### src/rtl/crc_pkg.sv
`default_nettype none
// ----------------------------------------------------------------------------
// crc_pkg : CRC-32 constants, width-generic bit-serial step, frame FSM states
// Revision: 1.0
// ----------------------------------------------------------------------------
package crc_pkg;

    localparam logic [31:0] CRC32_POLY = 32'h04C11DB7;
    localparam logic [31:0] CRC32_INIT = 32'hFFFFFFFF;

    typedef enum logic [1:0] {
        IDLE   = 2'd0,
        DATA   = 2'd1,
        APPEND = 2'd2
    } crc_state_e;

    function automatic logic [31:0] reflect32(input logic [31:0] v);
        logic [31:0] r;
        for (int i = 0; i < 32; i++) begin
            r[i] = v[31-i];
        end
        return r;
    endfunction

    // Reflected LFSR unrolled 'width' times; data bit 0 enters first.
    function automatic logic [31:0] crc32_step(input logic [31:0] crc,
                                               input logic [31:0] data,
                                               input int          width);
        logic [31:0] c;
        c = crc;
        for (int i = 0; i < 32; i++) begin
            if (i < width) begin
                c = (c >> 1) ^ ((c[0] ^ data[i]) ? reflect32(CRC32_POLY) : 32'h0);
            end
        end
        return c;
    endfunction

endpackage : crc_pkg
`default_nettype wire

### src/rtl/crc_frame_gen_if.sv
`default_nettype none
// ----------------------------------------------------------------------------
// crc_frame_gen_if : input/output stream and CRC result bundle for crc_frame_gen
// Revision: 1.0
// ----------------------------------------------------------------------------
interface crc_frame_gen_if #(
    parameter int DATA_W = 16
);
    logic [DATA_W-1:0] in_data;
    logic              in_valid;
    logic              in_sop;
    logic              in_eop;
    logic              in_calc;
    logic              in_ready;
    logic [DATA_W-1:0] out_data;
    logic              out_valid;
    logic              out_eop;
    logic              out_ready;
    logic [31:0]       crc_out;
    logic              crc_done;

    modport master (
        output in_data, in_valid, in_sop, in_eop, in_calc, out_ready,
        input  in_ready, out_data, out_valid, out_eop, crc_out, crc_done
    );

    modport slave (
        input  in_data, in_valid, in_sop, in_eop, in_calc, out_ready,
        output in_ready, out_data, out_valid, out_eop, crc_out, crc_done
    );
endinterface : crc_frame_gen_if
`default_nettype wire

### src/rtl/crc32_comb.sv
`default_nettype none
// ----------------------------------------------------------------------------
// crc32_comb : combinational next CRC-32 register for one DATA_W-bit word
// Revision: 1.0
// ----------------------------------------------------------------------------
module crc32_comb
    import crc_pkg::*;
#(
    parameter int DATA_W = 16
) (
    input  wire logic [31:0]       crc_i,
    input  wire logic [DATA_W-1:0] data_i,
    output logic      [31:0]       crc_o
);

    assign crc_o = crc32_step(crc_i, 32'(data_i), DATA_W);

endmodule : crc32_comb
`default_nettype wire

### src/rtl/crc_frame_gen.sv
`default_nettype none
// ----------------------------------------------------------------------------
// crc_frame_gen : streaming CRC-32 generator with pass-through and trailer append
// Revision: 1.0
// ----------------------------------------------------------------------------
module crc_frame_gen
    import crc_pkg::*;
#(
    parameter int          DATA_W    = 16,
    parameter logic [31:0] CRC_INIT  = CRC32_INIT,
    parameter bit          APPEND_EN = 1'b1
) (
    input wire logic       clk,
    input wire logic       reset,
    crc_frame_gen_if.slave bus
);

    localparam int         N_TRL = 32 / DATA_W;
    localparam int         CNT_W = 3;
    localparam logic [1:0] ST_IDLE   = IDLE;
    localparam logic [1:0] ST_DATA   = DATA;
    localparam logic [1:0] ST_APPEND = APPEND;

    logic [1:0]        state_q, state_d;
    logic [31:0]       crc_q, crc_d;
    logic [CNT_W-1:0]  cnt_q, cnt_d;
    logic [DATA_W-1:0] out_data_q, out_data_d;
    logic              out_valid_q, out_valid_d;
    logic              out_eop_q, out_eop_d;
    logic [31:0]       crc_out_q, crc_out_d;
    logic              crc_done_q, crc_done_d;

    logic              w_out_free;
    logic              w_in_ready;
    logic              w_accept;
    logic [31:0]       w_crc_base;
    logic [31:0]       w_crc_step;
    logic [31:0]       w_crc_upd;
    logic [DATA_W-1:0] w_trl_word;

    assign w_out_free = ~out_valid_q | bus.out_ready;
    assign w_in_ready = (state_q != ST_APPEND) & w_out_free;
    assign w_accept   = bus.in_valid & w_in_ready;

    // A start-of-frame word always seeds from CRC_INIT, even when it restarts a frame.
    assign w_crc_base = bus.in_sop ? CRC_INIT : crc_q;

    crc32_comb #(
        .DATA_W (DATA_W)
    ) u_crc32_comb (
        .crc_i  (w_crc_base),
        .data_i (bus.in_data),
        .crc_o  (w_crc_step)
    );

    assign w_crc_upd  = bus.in_calc ? w_crc_step : w_crc_base;
    assign w_trl_word = DATA_W'(crc_out_q >> (DATA_W * int'(cnt_q)));

    always_comb begin
        state_d     = state_q;
        crc_d       = crc_q;
        cnt_d       = cnt_q;
        out_data_d  = out_data_q;
        out_valid_d = out_valid_q;
        out_eop_d   = out_eop_q;
        crc_out_d   = crc_out_q;
        crc_done_d  = 1'b0;

        case (state_q)
            ST_APPEND: begin
                // cnt_q counts trailer words already loaded; the slot leaves on each handshake.
                if (out_valid_q & bus.out_ready) begin
                    if (cnt_q == CNT_W'(N_TRL)) begin
                        out_valid_d = 1'b0;
                        out_eop_d   = 1'b0;
                        cnt_d       = '0;
                        state_d     = ST_IDLE;
                    end else begin
                        out_data_d  = w_trl_word;
                        out_valid_d = 1'b1;
                        out_eop_d   = (cnt_q == CNT_W'(N_TRL - 1));
                        cnt_d       = cnt_q + CNT_W'(1);
                    end
                end
            end
            default: begin
                if (w_accept) begin
                    crc_d       = w_crc_upd;
                    out_data_d  = bus.in_data;
                    out_valid_d = 1'b1;
                    out_eop_d   = bus.in_eop & ~APPEND_EN;
                    if (bus.in_eop) begin
                        crc_out_d  = ~w_crc_upd;
                        crc_done_d = 1'b1;
                        cnt_d      = '0;
                        state_d    = APPEND_EN ? ST_APPEND : ST_IDLE;
                    end else if (bus.in_sop) begin
                        state_d = ST_DATA;
                    end
                end else if (bus.out_ready) begin
                    out_valid_d = 1'b0;
                    out_eop_d   = 1'b0;
                end
            end
        endcase
    end

    always_ff @(posedge clk) begin
        if (reset) begin
            state_q     <= ST_IDLE;
            crc_q       <= CRC_INIT;
            cnt_q       <= '0;
            out_data_q  <= '0;
            out_valid_q <= 1'b0;
            out_eop_q   <= 1'b0;
            crc_out_q   <= 32'h0;
            crc_done_q  <= 1'b0;
        end else begin
            state_q     <= state_d;
            crc_q       <= crc_d;
            cnt_q       <= cnt_d;
            out_data_q  <= out_data_d;
            out_valid_q <= out_valid_d;
            out_eop_q   <= out_eop_d;
            crc_out_q   <= crc_out_d;
            crc_done_q  <= crc_done_d;
        end
    end

    assign bus.in_ready  = w_in_ready;
    assign bus.out_data  = out_data_q;
    assign bus.out_valid = out_valid_q;
    assign bus.out_eop   = out_eop_q;
    assign bus.crc_out   = crc_out_q;
    assign bus.crc_done  = crc_done_q;

endmodule : crc_frame_gen
`default_nettype wire

### src/flat_wrapper.sv
// flat-port wrapper written by rule: the top's interface ports become plain ports
module crc_frame_gen_flat import crc_pkg::*;
#(
    parameter int          DATA_W    = 16,
    parameter logic [31:0] CRC_INIT  = CRC32_INIT,
    parameter bit          APPEND_EN = 1'b1
)
  (clk, reset, bus_in_data, bus_in_valid, bus_in_sop, bus_in_eop, bus_in_calc, bus_out_ready, bus_in_ready, bus_out_data, bus_out_valid, bus_out_eop, bus_crc_out, bus_crc_done);
  crc_frame_gen_if #(.DATA_W(DATA_W)) bus_i ();
  input wire logic clk;
  input wire logic reset;
  input wire logic [$bits(bus_i.in_data)-1:0] bus_in_data;
  input wire logic [$bits(bus_i.in_valid)-1:0] bus_in_valid;
  input wire logic [$bits(bus_i.in_sop)-1:0] bus_in_sop;
  input wire logic [$bits(bus_i.in_eop)-1:0] bus_in_eop;
  input wire logic [$bits(bus_i.in_calc)-1:0] bus_in_calc;
  input wire logic [$bits(bus_i.out_ready)-1:0] bus_out_ready;
  output wire logic [$bits(bus_i.in_ready)-1:0] bus_in_ready;
  output wire logic [$bits(bus_i.out_data)-1:0] bus_out_data;
  output wire logic [$bits(bus_i.out_valid)-1:0] bus_out_valid;
  output wire logic [$bits(bus_i.out_eop)-1:0] bus_out_eop;
  output wire logic [$bits(bus_i.crc_out)-1:0] bus_crc_out;
  output wire logic [$bits(bus_i.crc_done)-1:0] bus_crc_done;
  assign bus_i.in_data = bus_in_data;
  assign bus_i.in_valid = bus_in_valid;
  assign bus_i.in_sop = bus_in_sop;
  assign bus_i.in_eop = bus_in_eop;
  assign bus_i.in_calc = bus_in_calc;
  assign bus_i.out_ready = bus_out_ready;
  assign bus_in_ready = bus_i.in_ready;
  assign bus_out_data = bus_i.out_data;
  assign bus_out_valid = bus_i.out_valid;
  assign bus_out_eop = bus_i.out_eop;
  assign bus_crc_out = bus_i.crc_out;
  assign bus_crc_done = bus_i.crc_done;
  crc_frame_gen #(.DATA_W(DATA_W), .CRC_INIT(CRC_INIT), .APPEND_EN(APPEND_EN)) u_core (.clk(clk), .reset(reset), .bus(bus_i));
endmodule
### config.mk
export PLATFORM = sky130hd
export DESIGN_NAME = crc_frame_gen_flat
export DESIGN_NICKNAME = d
export VERILOG_FILES = /design/src/rtl/crc_pkg.sv /design/src/rtl/crc_frame_gen_if.sv /design/src/rtl/crc32_comb.sv /design/src/rtl/crc_frame_gen.sv /design/src/flat_wrapper.sv
export SDC_FILE = /design/constraint.sdc
export NUM_CORES = 1
export LEC_CHECK = 0
export ABC_AREA = 1
export CORE_ASPECT_RATIO = 0.75
export CORE_UTILIZATION = 45
export CTS_BUF_LIST = sky130_fd_sc_hd__clkbuf_4 sky130_fd_sc_hd__clkbuf_8
export DETAILED_ROUTE_END_ITERATION = 6
export PLACE_DENSITY = 0.7
export SETUP_SLACK_MARGIN = 0.4
export SYNTH_ARGS = -nofsm -noshare
export SYNTH_HDL_FRONTEND = slang
export SYNTH_SLANG_ARGS = --single-unit
### constraint.sdc
create_clock -name clk -period 2.49 [get_ports clk]
set_clock_uncertainty 0.2 [all_clocks]
set_input_delay 0.3735 -clock clk [delete_from_list [all_inputs] [get_ports clk]]
set_output_delay 0.3735 -clock clk [all_outputs]
set_load 0.01 [all_outputs]
Yosys cells after proc, flatten, opt, wreduce, memory -nomap -nowiden

Index checks and enable logic that the tools add are counted.
Widths: inputs -> output; s select.

Add/subtract/negate cells: 1
Equal/unequal tests: 7
Bitwise operators: 40
Multiplexer cells: 43
Shift operators: 1
Reduce and logical (&&, ||, !) cells: 11

Operators by type and width:

| cell                | number |
|---|---|
| $mux 32             | 18 |
| $xor 31x32->32      | 16 |
| $mux 16             | 4 |
| $not 32->32         | 1 |
| $shr 32x7->16       | 1 |
| $xor 1x1->1         | 16 |
| $mux 3              | 5 |
| $mux 2              | 6 |
| $mux 1              | 10 |
| $reduce_and 3->1    | 3 |
| $reduce_bool 3->1   | 2 |
| $ne 2x1->1 const B  | 2 |
| $ne 2x2->1 const B  | 2 |
| $reduce_and 2->1    | 2 |
| $reduce_and 4->1    | 1 |
| $reduce_bool 2->1   | 2 |
| $add 3x1->3 const B | 1 |
| $and 1x1->1         | 3 |
| $eq 3x1->1 const B  | 1 |
| $eq 3x2->1 const B  | 1 |
| $not 1->1           | 3 |
| $reduce_or 3->1     | 1 |
| $eq 2x2->1 const B  | 1 |
| $or 1x1->1          | 1 |

Output and inout port bits: 52
Input bits: 23
Bits in registers: 88
Word-level logic and storage cells: 111

Longest topological paths before layout

Gate-level depths: netlist of run 1.

Word-level depth: 51
Depth in mapped cells: 22
Gate-level depth less buffers: 21

Hierarchy

Synthesis of run 1 repeated with hierarchy kept, for this count alone.

Cell total of the unflattened synthesis: 1121
Area, all modules: 6766.5 um2

Modules (own cells, without submodules):

| module        | cells an instance | area an instance (um2) | times used | seq. area each (um2) |
|---|---|---|---|---|
| crc_frame_gen | 653               | 4282.9                 | 1          | 1761.7 |
| crc32_comb    | 468               | 2483.6                 | 1          | 0.0 |

Worst setup path before layout of run 1

No wires, ideal clock.

Kind: input port to flip-flop
Start point: input bus_in_sop
End point: register u_core.crc_q[24]
Arrival time: 2081 ps
Setup time: 115 ps
Stages on the path: 16
Slack: 94 ps
Path through: buf_6 -> buf_8 -> nor2_8 -> xor2_1 -> nand2_1 -> nand2_4 -> clkinv_2 -> xor2_4 -> xor2_2 -> inv_2 -> nand2_1 -> nand3_1 -> nand2_1 -> nand2_1 -> nand2_1 -> nand2_1

Longest elaborated chain between the ends: 24
Elaborated cells between the ends (all ways): 46

RTL lines:

| what                                          | line                 | RTL |
|---|---|---|
| from (decl)                                   | flat_wrapper.sv:14   | `input wire logic [$bits(bus_i.in_sop)-1:0] bus_in_sop;` |
| $mux 32 (*)                                   | crc_frame_gen.sv:46  | `assign w_crc_base = bus.in_sop ? CRC_INIT : crc_q;` |
| $xor 1x1->1 or $xor 31x32->32 (tied branches) | crc_pkg.sv:33        | `c = (c >> 1) ^ ((c[0] ^ data[i]) ? reflect32(CRC32_POLY) : 32'h0);` |
| $mux 32, or another cell as far along         | crc_pkg.sv:33        |  |
| $xor 31x32->32 or $mux 32 (tied branches)     | crc_pkg.sv:33        |  |
| $xor 31x32->32 or $xor 1x1->1 (tied branches) | crc_pkg.sv:33        |  |
| $xor 31x32->32 or $mux 32 (tied branches)     | crc_pkg.sv:33        |  |
| $xor 31x32->32 (3 in series)                  | crc_pkg.sv:33        |  |
| $xor 1x1->1 or $xor 31x32->32 (tied branches) | crc_pkg.sv:33        |  |
| [4 not listed]                                | n/a                  |  |
| $xor 31x32->32 (3 in series)                  | crc_pkg.sv:33        |  |
| $xor 1x1->1 or $xor 31x32->32 (tied branches) | crc_pkg.sv:33        |  |
| $mux 32, or another cell as far along         | crc_pkg.sv:33        |  |
| $xor 31x32->32 or $mux 32 (tied branches)     | crc_pkg.sv:33        |  |
| $xor 31x32->32 or $xor 1x1->1 (tied branches) | crc_pkg.sv:33        |  |
| $xor 31x32->32 or $mux 32 (tied branches)     | crc_pkg.sv:33        |  |
| $xor 31x32->32                                | crc_pkg.sv:33        |  |
| $mux 32 (*)                                   | crc_frame_gen.sv:56  | `assign w_crc_upd = bus.in_calc ? w_crc_step : w_crc_base;` |
| to (signal assigned)                          | crc_frame_gen.sv:120 | `crc_q <= crc_d;` |
| to (decl)                                     | crc_frame_gen.sv:25  | `logic [31:0] crc_q, crc_d;` |

Mark *: on every way between the ends. The rest lies on a longest branch, timed or not.
A chain may end at the register's enable or synchronous reset.

Worst setup path in the final report of run 1

Start point: register u_core.crc_q[4]
End point: register u_core.crc_q[13]

Longest elaborated chain between the ends: 22

RTL lines:

| what                             | line |
|---|---|
| $mux 32 (*)                      | crc_frame_gen.sv:46 |
| $xor 31x32->32 (*) (4 in series) | crc_pkg.sv:33 |
| $xor 1x1->1 (*)                  | crc_pkg.sv:33 |
| $mux 32 (*)                      | crc_pkg.sv:33 |
| $xor 31x32->32 (*) (9 in series) | crc_pkg.sv:33 |
| $xor 1x1->1                      | crc_pkg.sv:33 |
| $mux 32                          | crc_pkg.sv:33 |
| $xor 31x32->32 (*) (3 in series) | crc_pkg.sv:33 |
| $mux 32 (*)                      | crc_frame_gen.sv:56 |

Marks and branches as above.

==> impl_summary.md, run 1 <==
Timing
The number of hold violations in the final report is 0. Dividing the final minimum period by the clock period gives 102%. Setup repair after global routing could not meet its margin everywhere.

Derived from the worst setup path, the maximum achievable clock frequency is 394 MHz. Hold timing on the final database bottoms out at a slack of 0.131 ns. The minimum period implied by the final worst setup slack is 2.54 ns.

The least setup slack across all paths after layout is -0.0507 ns. Setup violations remaining at the end of the flow were counted as 8. In this run the tightest slew margin relative to its limit is 60.0%. The number of max-slew violations in the final report is 0.

For the pin with the worst max-slew slack, the measured transition is 0.594 ns.

Die
The number of primary I/O pins is 75. The standard cell core area is 0.0133 mm². The x dimension of the die is 138 µm.

The cell row count is 36. The die covers 0.0144 mm². The die boundary height is 104 µm. The initial utilization of the core area, before any placement, comes to 47.2%.

Routing
In the final routed layout, each cell accounts on average for 18.3 µm. For this run, design rule violations remaining after detail routing come to 8. The number of nets still failing antenna checks after routing is 0. The starting DRC count in detailed routing is 654. For this block, the routed nets add up to 24.6 mm of wire.

Using the TritonRoute via totals, the vias-per-cell ratio works out to 5.46. The routed via count is 7357. The number of optimization iterations in the first detailed-route pass is 7.

Critical path
Of all nets on the critical path, the largest fanout is 5. The startpoint identified for the worst register-to-register timing path is u_core.crc_q[4]$_SDFFE_PP1P_. The critical register-to-register path endpoint is u_core.crc_q[13]$_SDFFE_PP1P_. The category of the worst setup path launch point is a register. The endpoint class of the critical path is a register. The arrival time at the worst endpoint is 2.61 ns. The launch point of the worst path is u_core.crc_q[4]$_SDFFE_PP1P_. The worst setup path category is register to register. The worst reg-to-reg path cell count is 13. The most critical setup path has its endpoint at u_core.crc_q[13]$_SDFFE_PP1P_.

The required time of the critical path is 2.56 ns. The worst register-to-register path has a setup slack of -0.05 ns.

Global routing
The largest net degree at the start of global routing is 59. The number of antenna violations at the first check in global routing came to 1. Global routing used 31.9% of the available tracks.

The wire length of the first global-routing pass is 35.6 mm. After global routing the overflow that remains totals 0. The number of global-route vias before repair was 6497.

Clock network
The H-tree was split into 3 levels. The clock passes through at most 2 buffers. The root buffer cell chosen for the clock tree is sky130_fd_sc_hd__clkbuf_8. The clock tree from TritonCTS is built.

The number of hold buffers added after CTS was 0. The clock reaches the later pin of the worst-skew pair after 0.38 ns. For this design, the sink count on the clock tree is 88.

After clock tree synthesis, the clock-pin slew on the worst setup and hold paths is 0.11 ns. The number of buffers created by CTS is 9.

Status
The run finished, with violations left. The final reports fail on DRC, setup timing.

Synth
The cell count after synthesis came out at 964. The number of enable-type register cells in the synthesized netlist is 0. For this run, asynchronously set or reset flops after synthesis account for 0%.

The synthesized design contains 88 register bits. Of the synthesized area, sequential elements account for 28.1%. The synthesized design devotes to its leading area cell type 28.1% of total area. The top flip-flop cell by instance count after synthesis is sky130_fd_sc_hd__dfxtp_1. The number of distinct library cell variants in the gate-level netlist after synthesis is 40. The synthesized design spends more area on one cell type than any other, namely sky130_fd_sc_hd__dfxtp_1. Averaged over all synthesized cells, the footprint is 6.50 µm². The net count after synthesis is 987. Yosys printed 0 warnings.

By area the synthesized netlist is led by sky130_fd_sc_hd__dfxtp_1 (28%), sky130_fd_sc_hd__nand2_1 (17%), sky130_fd_sc_hd__xor2_1 (8.0%). After synthesis the cells add up to 0.00627 mm².

Power and ir drop
In this run switching power makes up 46.0% of total power. The leakage power is 4.65 nW. VDD sags by at most 0.396 mV. The internal cell power is 4.03 mW. The power density over the cells is 742 mW/mm².

Combinational logic is responsible for 63.8% of the overall power. The clock network is responsible for 13.3% of the overall power. The register share of total power is 22.9%. The analysis attributes to net switching a power of 3.43 mW.

Placement
At the end of routability-driven placement, the weighted congestion stood at 0.925. The HPWL after detailed placement is 16.2 mm. The worst slack at placement is -0.860 ns. The total of buffers placed on input and output ports is 74.

Min path
The worst hold path was traced through 4 stages. The path class of the tightest hold or removal check is primary input to register.

Cells and area
The layout filler cell count is 936. The number of antenna cells inserted is 0. The final layout contains 1195 nets. The fraction of final layout cells sized beyond drive strength 1 is 38.2%. The end-of-flow core utilization is 75.7%. From synthesis to final layout, the design area changed by 60.6%.

Flow run
The max-cap check violation count is 0.
==> flip-flops by register name (all words and copies together), names as in the netlist <==
name / flops
u_core.bus.out_data: 16
u_core.bus.crc_out: 32
u_core.bus.out_valid: 1
u_core.cnt_q: 3
u_core.crc_q: 32
u_core.state_q: 2
u_core.bus.crc_done: 1
u_core.bus.out_eop: 1
==> synth_stat cells, types with 2 or more instances <==
master and number:
sky130_fd_sc_hd__a21oi_1 79, sky130_fd_sc_hd__a22oi_1 17, sky130_fd_sc_hd__buf_1 3, sky130_fd_sc_hd__buf_2 8, sky130_fd_sc_hd__clkbuf_1 28, sky130_fd_sc_hd__dfxtp_1 88
sky130_fd_sc_hd__inv_1 96, sky130_fd_sc_hd__inv_2 9, sky130_fd_sc_hd__inv_4 2, sky130_fd_sc_hd__nand2_1 277, sky130_fd_sc_hd__nand2_2 26, sky130_fd_sc_hd__nand2_4 9
sky130_fd_sc_hd__nand2b_1 2, sky130_fd_sc_hd__nand3_1 72, sky130_fd_sc_hd__nand3_2 7, sky130_fd_sc_hd__nand3b_1 4, sky130_fd_sc_hd__nor2_1 59, sky130_fd_sc_hd__nor2_2 4
sky130_fd_sc_hd__nor2_4 2, sky130_fd_sc_hd__nor2_8 2, sky130_fd_sc_hd__nor3_1 3, sky130_fd_sc_hd__o211ai_1 3, sky130_fd_sc_hd__o211ai_2 2, sky130_fd_sc_hd__o21ai_0 61
sky130_fd_sc_hd__o21ai_1 10, sky130_fd_sc_hd__or2_1 4, sky130_fd_sc_hd__xnor2_1 10, sky130_fd_sc_hd__xnor2_2 4, sky130_fd_sc_hd__xor2_1 57, sky130_fd_sc_hd__xor2_2 4
sky130_fd_sc_hd__xor2_4 3
==> power by group through the flow <==
stage               logic [mW]  registers [mW]  clock network, mW
floorplan                 2.09            1.74                  0
global placement          3.36            1.72                  0
detailed placement        3.38            1.72                  0
CTS                       3.92            1.70              0.997
global route              5.07            1.73               1.04
finish                    4.76            1.71              0.993
==> layout by cell type, fill, tap and decap left out, drive strengths merged, types with 2 or more instances in the layout <==
| cell type | count |
|---|---|
| clkbuf | 12 |
| a22oi | 17 |
| or2 | 4 |
| nand2 | 314 |
| xor2 | 64 |
| clkinvlp | 3 |
| nand3b | 4 |
| xnor2 | 14 |
| o21ai | 72 |
| dlygate4sd2 | 10 |
| clkdlybuf4s50 | 61 |
| o211ai | 5 |
| buf | 164 |
| dfxtp | 88 |
| a21oi | 80 |
| nor2 | 67 |
| inv | 110 |
| nand2b | 2 |
| nand3 | 79 |
| nor3 | 3 |
==> kinds of logic after synthesis <==
family                    count (synthesis)  share of synthesized area [%]
xor gates and xnor gates                 78                           12.8
and+or+nand+nor                         473                           34.3
DFF                                      88                           28.1
AOI/OAI and AO/OA                       176                           15.3
buffers and inverters                   149                           9.48
==> layer usage <==
layer / GRT usage, % / vias to the layer above / routed length, µm
met3: 3.91 / 67 / 1860
met2: 48.4 / 330 / 11200
met1: 46.2 / 3503 / 10700
met4: 11.3 / 0 / 832
li1: - / 3457 / -
met5: 0 / - / 0
==> area by class of cell <==
class	instances	area (µm²)	area share, %
multi-input combinational	728	5170	51.4
clock buffer	11	145	1.44
timing repair buffer	237	2270	22.6
inverter	108	443	4.40
tap	171	214	2.13
clock inverter	5	40.0	0.398
sequential	88	1780	17.7
==> what timing repair did <==
item,CTS,global route
gates cloned,2,1
pin swaps,50,64
hold endpoints to repair,0,0
gates resized for setup,158,150
setup buffers,24,20
endpoints found under the setup margin,65,67
==> critical path, stage by stage (launching register included) <==
cell                       delay (ns)
sky130_fd_sc_hd__dfxtp_2         0.37
sky130_fd_sc_hd__nor2_4          0.05
sky130_fd_sc_hd__buf_6           0.13
sky130_fd_sc_hd__xnor2_4         0.27
sky130_fd_sc_hd__nand2_1         0.12
sky130_fd_sc_hd__nand2_2         0.14
sky130_fd_sc_hd__buf_4           0.13
sky130_fd_sc_hd__xor2_1          0.22
sky130_fd_sc_hd__buf_4           0.20
sky130_fd_sc_hd__xor2_2          0.15
sky130_fd_sc_hd__nor2_1          0.06
sky130_fd_sc_hd__nand3b_1        0.23
sky130_fd_sc_hd__nand3_1         0.12
sky130_fd_sc_hd__nand2_1         0.05
==> through the flow <==
step / total power [mW] / area (µm²) / cells / setup TNS, ns
after floorplan: 3.83 / 6400 / 964 / 0
after CTS: 6.61 / 9180 / 1327 / 0
final: 7.46 / 10100 / 1348 / -0.169
after global placement: 5.08 / 8180 / 1285 / -28.26
after global routing: 7.84 / 10100 / 1348 / -2.87
after detailed placement: 5.10 / 8180 / 1285 / -29.80
==> worst min-delay path by stage <==
| stage | startpoint | end | slack, ns |
|---|---|---|---|
| floorplan | u_core.state_q[0]$_SDFFE_PP0P_ | u_core.state_q[0]$_SDFFE_PP0P_ | 0.24 |
| global placement | u_core.crc_q[16]$_SDFFE_PP1P_ | u_core.crc_q[16]$_SDFFE_PP1P_ | 0.25 |
| detailed placement | u_core.crc_q[14]$_SDFFE_PP1P_ | u_core.crc_q[14]$_SDFFE_PP1P_ | 0.25 |
| CTS | reset | u_core.bus.out_data[1]$_SDFFE_PP0P_ | 0.14 |
| global route | reset | u_core.bus.out_data[3]$_SDFFE_PP0P_ | 0.17 |
| finish | reset | u_core.bus.out_data[1]$_SDFFE_PP0P_ | 0.13 |
No activity file was read; power rests on OpenSTA's default activity.
==> run 2, diff against run 1 <==
Settings changed: CORE_MARGIN set to 3, SYNTH_HIERARCHICAL set to 1.
==> run 2 against run 1 <==
The flow finishes with violations (setup timing). Sequential share of layout area fell by 0.19 points. Area after synthesis rose by 8.0%. Utilization fell by 6.6 points. Worst hold slack improved by 0.13 ns. Largest cell class unchanged.
==> impl_summary.md, run 2 <==
Synth
The share of flip-flops with an asynchronous set or reset is 0%. Sequential elements use 26.0% of the synthesized area. Summing the areas of all compound-gate instances in the mapped netlist gives 7.69% of the synthesized area. In the synthesized netlist, the number of instances is 1121.

The adder and majority gate portion of the synthesized area is 0%. Each instance of the synthesized netlist takes up on average 6.04 µm². The count of yosys warnings during synthesis is 6. The net count after synthesis is 1144. The number of distinct library cell variants in the gate-level netlist after synthesis is 30.

The largest family of logic cells by synthesized area is simple AND/OR/NAND/NOR gates. Counting flops and latches in the post-synthesis netlist gives 88. In the synthesized netlist, the cells that appear most often are sky130_fd_sc_hd__nand2_1 (464), sky130_fd_sc_hd__nand3_1 (112), sky130_fd_sc_hd__dfxtp_1 (88), sky130_fd_sc_hd__inv_1 (86), sky130_fd_sc_hd__xor2_1 (49).

Yosys instantiated no cell more often than sky130_fd_sc_hd__nand2_1. The number of enable-type register cells in the synthesized netlist is 0. Sorting the synthesized cells by area gives the leading types as sky130_fd_sc_hd__dfxtp_1 (26%), sky130_fd_sc_hd__nand2_1 (26%), sky130_fd_sc_hd__nand3_1 (8.3%). The synthesized netlist devotes 8.12% of its cell area to XOR and XNOR gates. The synthesized-area fraction occupied by and/or/nand/nor cells is 49.3%. The top flip-flop cell by instance count after synthesis is sky130_fd_sc_hd__dfxtp_1. The fraction of post-synthesis cell area in the top cell type by area is 26.0%. The multiplexer fraction of the synthesized cell area is 0%. The cell area that synthesis handed to floorplanning was 0.00677 mm². sky130_fd_sc_hd__dfxtp_1 takes more of the synthesized area than any other cell.

Cells and area
At the end of the flow, the number of nets in the layout was 1317. The most common library cell in the layout ignoring fill and taps is sky130_fd_sc_hd__nand2_1. The fraction of final layout cells sized beyond drive strength 1 is 33.4%.

Leaving out filler cells and counting taps, the final layout contains 1499. The post-route cell area is 0.0101 mm². The area growth from synthesis to layout is 49.0%. The number of antenna cells inserted is 0. The end-of-flow core utilization is 69.1%. Leaving out fill and tap cells, the most frequent cells in the layout are sky130_fd_sc_hd__nand2_1 (361), sky130_fd_sc_hd__buf_4 (103), sky130_fd_sc_hd__nand2_2 (89), sky130_fd_sc_hd__nand3_1 (88), sky130_fd_sc_hd__dfxtp_1 (84).

Timing
The worst-margin pin slew is 0.734 ns. The routed design could run at a clock period as short as 2.60 ns. Setup repair after global routing could not meet its margin everywhere. The least setup slack across all paths after layout is -0.109 ns. After layout, the worst path uses 104% of the clock period. The number of hold violations in the final report came to 0. The number of endpoints failing setup at the final stage is 27.

Static timing analysis puts the maximum clock frequency at 385 MHz. Headroom to the max-slew limit came out at 50.8%. The number of max-slew violations in the final report was 0.

Global routing
The remaining global-route overflow is 0. The largest net degree at the start of global routing is 46. The number of global-route vias before repair is 7215. The first global-routing pass estimated 38.6 mm of wire. The number of antenna violations at the first check in global routing was 0. Across every metal layer, demand over resource in global routing totals 29.2%.

Clock network
The clock tree from TritonCTS is built. The root cell of the clock tree is sky130_fd_sc_hd__clkbuf_8. The maximum level of the CTS H-tree is 3. The number of clock sinks is 88. The clock reaches the later pin of the worst-skew pair after 0.36 ns.

TritonCTS created 9 clock buffers. The clock passes through at most 2 buffers. The clock slew at the register clock pins of the worst setup and hold paths is 0.09 ns.

Status
The run finished, with violations left. The final reports fail on setup timing.

Min path
The worst hold path was traced through 2 stages. The worst hold path class is register to register.

Critical path
The required time of the critical path is 2.54 ns. The worst register-to-register path begins at u_core/crc_q[0]$_SDFFE_PP1P_. Following the worst setup path forward leads to its endpoint at u_core/crc_q[5]$_SDFFE_PP1P_.

The arrival time at the worst endpoint is 2.65 ns. Tracing the worst setup path back leads to its startpoint at u_core/crc_q[0]$_SDFFE_PP1P_. For flop-to-flop paths, the worst setup slack is -0.11 ns. The category of the worst setup path launch point is a register. The endpoint class of the critical path is a register.

The worst setup path category is register to register. The critical register-to-register path endpoint is u_core/crc_q[5]$_SDFFE_PP1P_. The worst reg-to-reg path cell count is 19. In this run the worst path has a maximum fanout of 6.

Power and ir drop
The sum of internal, switching and leakage power is 7.13 mW. The proportion of total power due to net switching is 43.9%. The clock network burns 17.1% of the power. For this design the ratio of total power to cell area is 707 mW/mm². Combinational logic is responsible for 59.7% of the overall power. The leakage power is 4.99 nW. Cell internal power was estimated by the tool at 4.00 mW. Summed over all nets, the switching power comes to 3.13 mW. The register share of total power is 23.2%. The worst supply voltage drop on vdd is 0.393 mV.

Routing
Summed over all layers, the routed wires come to 25.4 mm. The final route contains 7973 vias. Once detail routing completed, the nets flagged for antenna violations numbered 0. For this run, the detailed router's first-pass iteration total came to 5. Dividing the detail-routed wire length by the instance count gives 16.9 µm. The detailed router finished its first iteration with 787 violations. After detailed routing, the number of vias per cell comes to 5.32. In the routed design, unresolved DRC markers number 0.

Die
The number of primary I/O pins is 75. The die boundary height is 112 µm. The x dimension of the die is 148 µm.

The die outline area is 0.0166 mm². After floorplanning, the core was sized to cover 0.0146 mm². The cell row count is 38. For this configuration, the core starts out at a cell density of 46.4%.

Placement
At the end of routability-driven placement, the weighted congestion stood at 1.03. The total cell area at the placement stage is 0.00846 mm². OpenSTA, run right after detailed placement, puts the worst setup slack at -1.10 ns. The number of placed instances, taps included, is 1444. Input and output buffers added on the ports amount to 74. Summed over all nets, the half-perimeter wirelength after detailed placement is 18.7 mm.

Flow run
Across the run, the number of max-cap violations was 0.
[run 2: cell count changes after synthesis, sizes merged, moves of 15 or more]
cell / before / now
a21oi: 80 / 47
nor2: 67 / 49
or2: 4 / 20
a22oi: 17 / 0
o21ai: 72 / 57
nand3: 79 / 120
nand2: 313 / 525
[run 2: cell families (layout without fill, tap and decap cells)]
| family | after synthesis | after routing |
|---|---|---|
| XOR/XNOR | 61 | 61 |
| flip-flops | 88 | 88 |
| AND/OR/NAND/NOR | 727 | 727 |
| AO/OA/AOI/OAI | 104 | 104 |
| buffers and inverters | 141 | 319 |
[run 2: area by class of cell]
type	instances	area, µm²
clock buffers	11	145
clock inverters	5	104
fillers	1262	4510
inverters	99	409
multi-input cells	892	5550
flip-flops and latches	88	1770
well taps	200	250
repair buffers	204	1860
[run 2: power groups by stage]
stage                     Clock, mW  Combinational [mW]  Sequential [mW]
after floorplan                   0                2.02             1.69
after global placement            0                3.18             1.68
after detailed placement          0                3.18             1.68
after CTS                      1.23                3.86             1.65
after global routing           1.29                4.55             1.67
final                          1.22                4.25             1.65
[run 2: how the worst min path moves through the flow]
stage,from,to,slack (ns)
floorplan,u_core/crc_q[10]$_SDFFE_PP1P_,u_core/crc_q[10]$_SDFFE_PP1P_,0.23
finish,u_core/crc_q[16]$_SDFFE_PP1P_,u_core/crc_q[16]$_SDFFE_PP1P_,0.26
global placement,u_core/crc_q[20]$_SDFFE_PP1P_,u_core/crc_q[20]$_SDFFE_PP1P_,0.24
global route,u_core/crc_q[2]$_SDFFE_PP1P_,u_core/crc_q[2]$_SDFFE_PP1P_,0.28
detailed placement,u_core/crc_q[16]$_SDFFE_PP1P_,u_core/crc_q[16]$_SDFFE_PP1P_,0.24
CTS,u_core/crc_q[16]$_SDFFE_PP1P_,u_core/crc_q[16]$_SDFFE_PP1P_,0.26
[run 2: critical path, stage by stage (launching register included)]
cell and delay [ns]:
sky130_fd_sc_hd__dfxtp_2 0.33, sky130_fd_sc_hd__or2_4 0.26, sky130_fd_sc_hd__inv_4 0.09, sky130_fd_sc_hd__nand2_4 0.07, sky130_fd_sc_hd__nand2_8 0.15, sky130_fd_sc_hd__nand2_8 0.08
sky130_fd_sc_hd__nand2_8 0.11, sky130_fd_sc_hd__nand2_4 0.08, sky130_fd_sc_hd__nand2_4 0.08, sky130_fd_sc_hd__nand2_2 0.06, sky130_fd_sc_hd__nand2_4 0.15, sky130_fd_sc_hd__nand2_4 0.10
sky130_fd_sc_hd__nand2_4 0.11, sky130_fd_sc_hd__nand2_2 0.06, sky130_fd_sc_hd__nand3_1 0.10, sky130_fd_sc_hd__nand2_2 0.10, sky130_fd_sc_hd__nand2_1 0.10, sky130_fd_sc_hd__nand2_2 0.06
sky130_fd_sc_hd__a21oi_1 0.12, sky130_fd_sc_hd__o21ai_1 0.08
[run 2: per-layer routing]
metal	GRT usage (%)	up-vias	wire, µm
met5	0	-	0
met2	43.9	357	11200
met1	44.0	3730	11600
met3	4.88	40	2160
li1	-	3846	-
met4	6.39	0	439
[run 2: timing repair]
action / in CTS / in global routing
gates cloned: 0 / 0
hold buffers: 0 / 0
gates resized for setup: 201 / 71
pin swaps: 81 / 43
endpoints found under the setup margin: 65 / 65
buffers inserted: 24 / 15
[run 2: per-stage QoR]
stage	hold slack (ns)	TNS, ns
3_3_place_gp	0.235	-53.08
6_report	0.260	-0.796
4_1_cts	0.259	-0.0535
2_1_floorplan	0.226	0
5_1_grt	0.279	-6.04
3_5_place_dp	0.238	-53.66
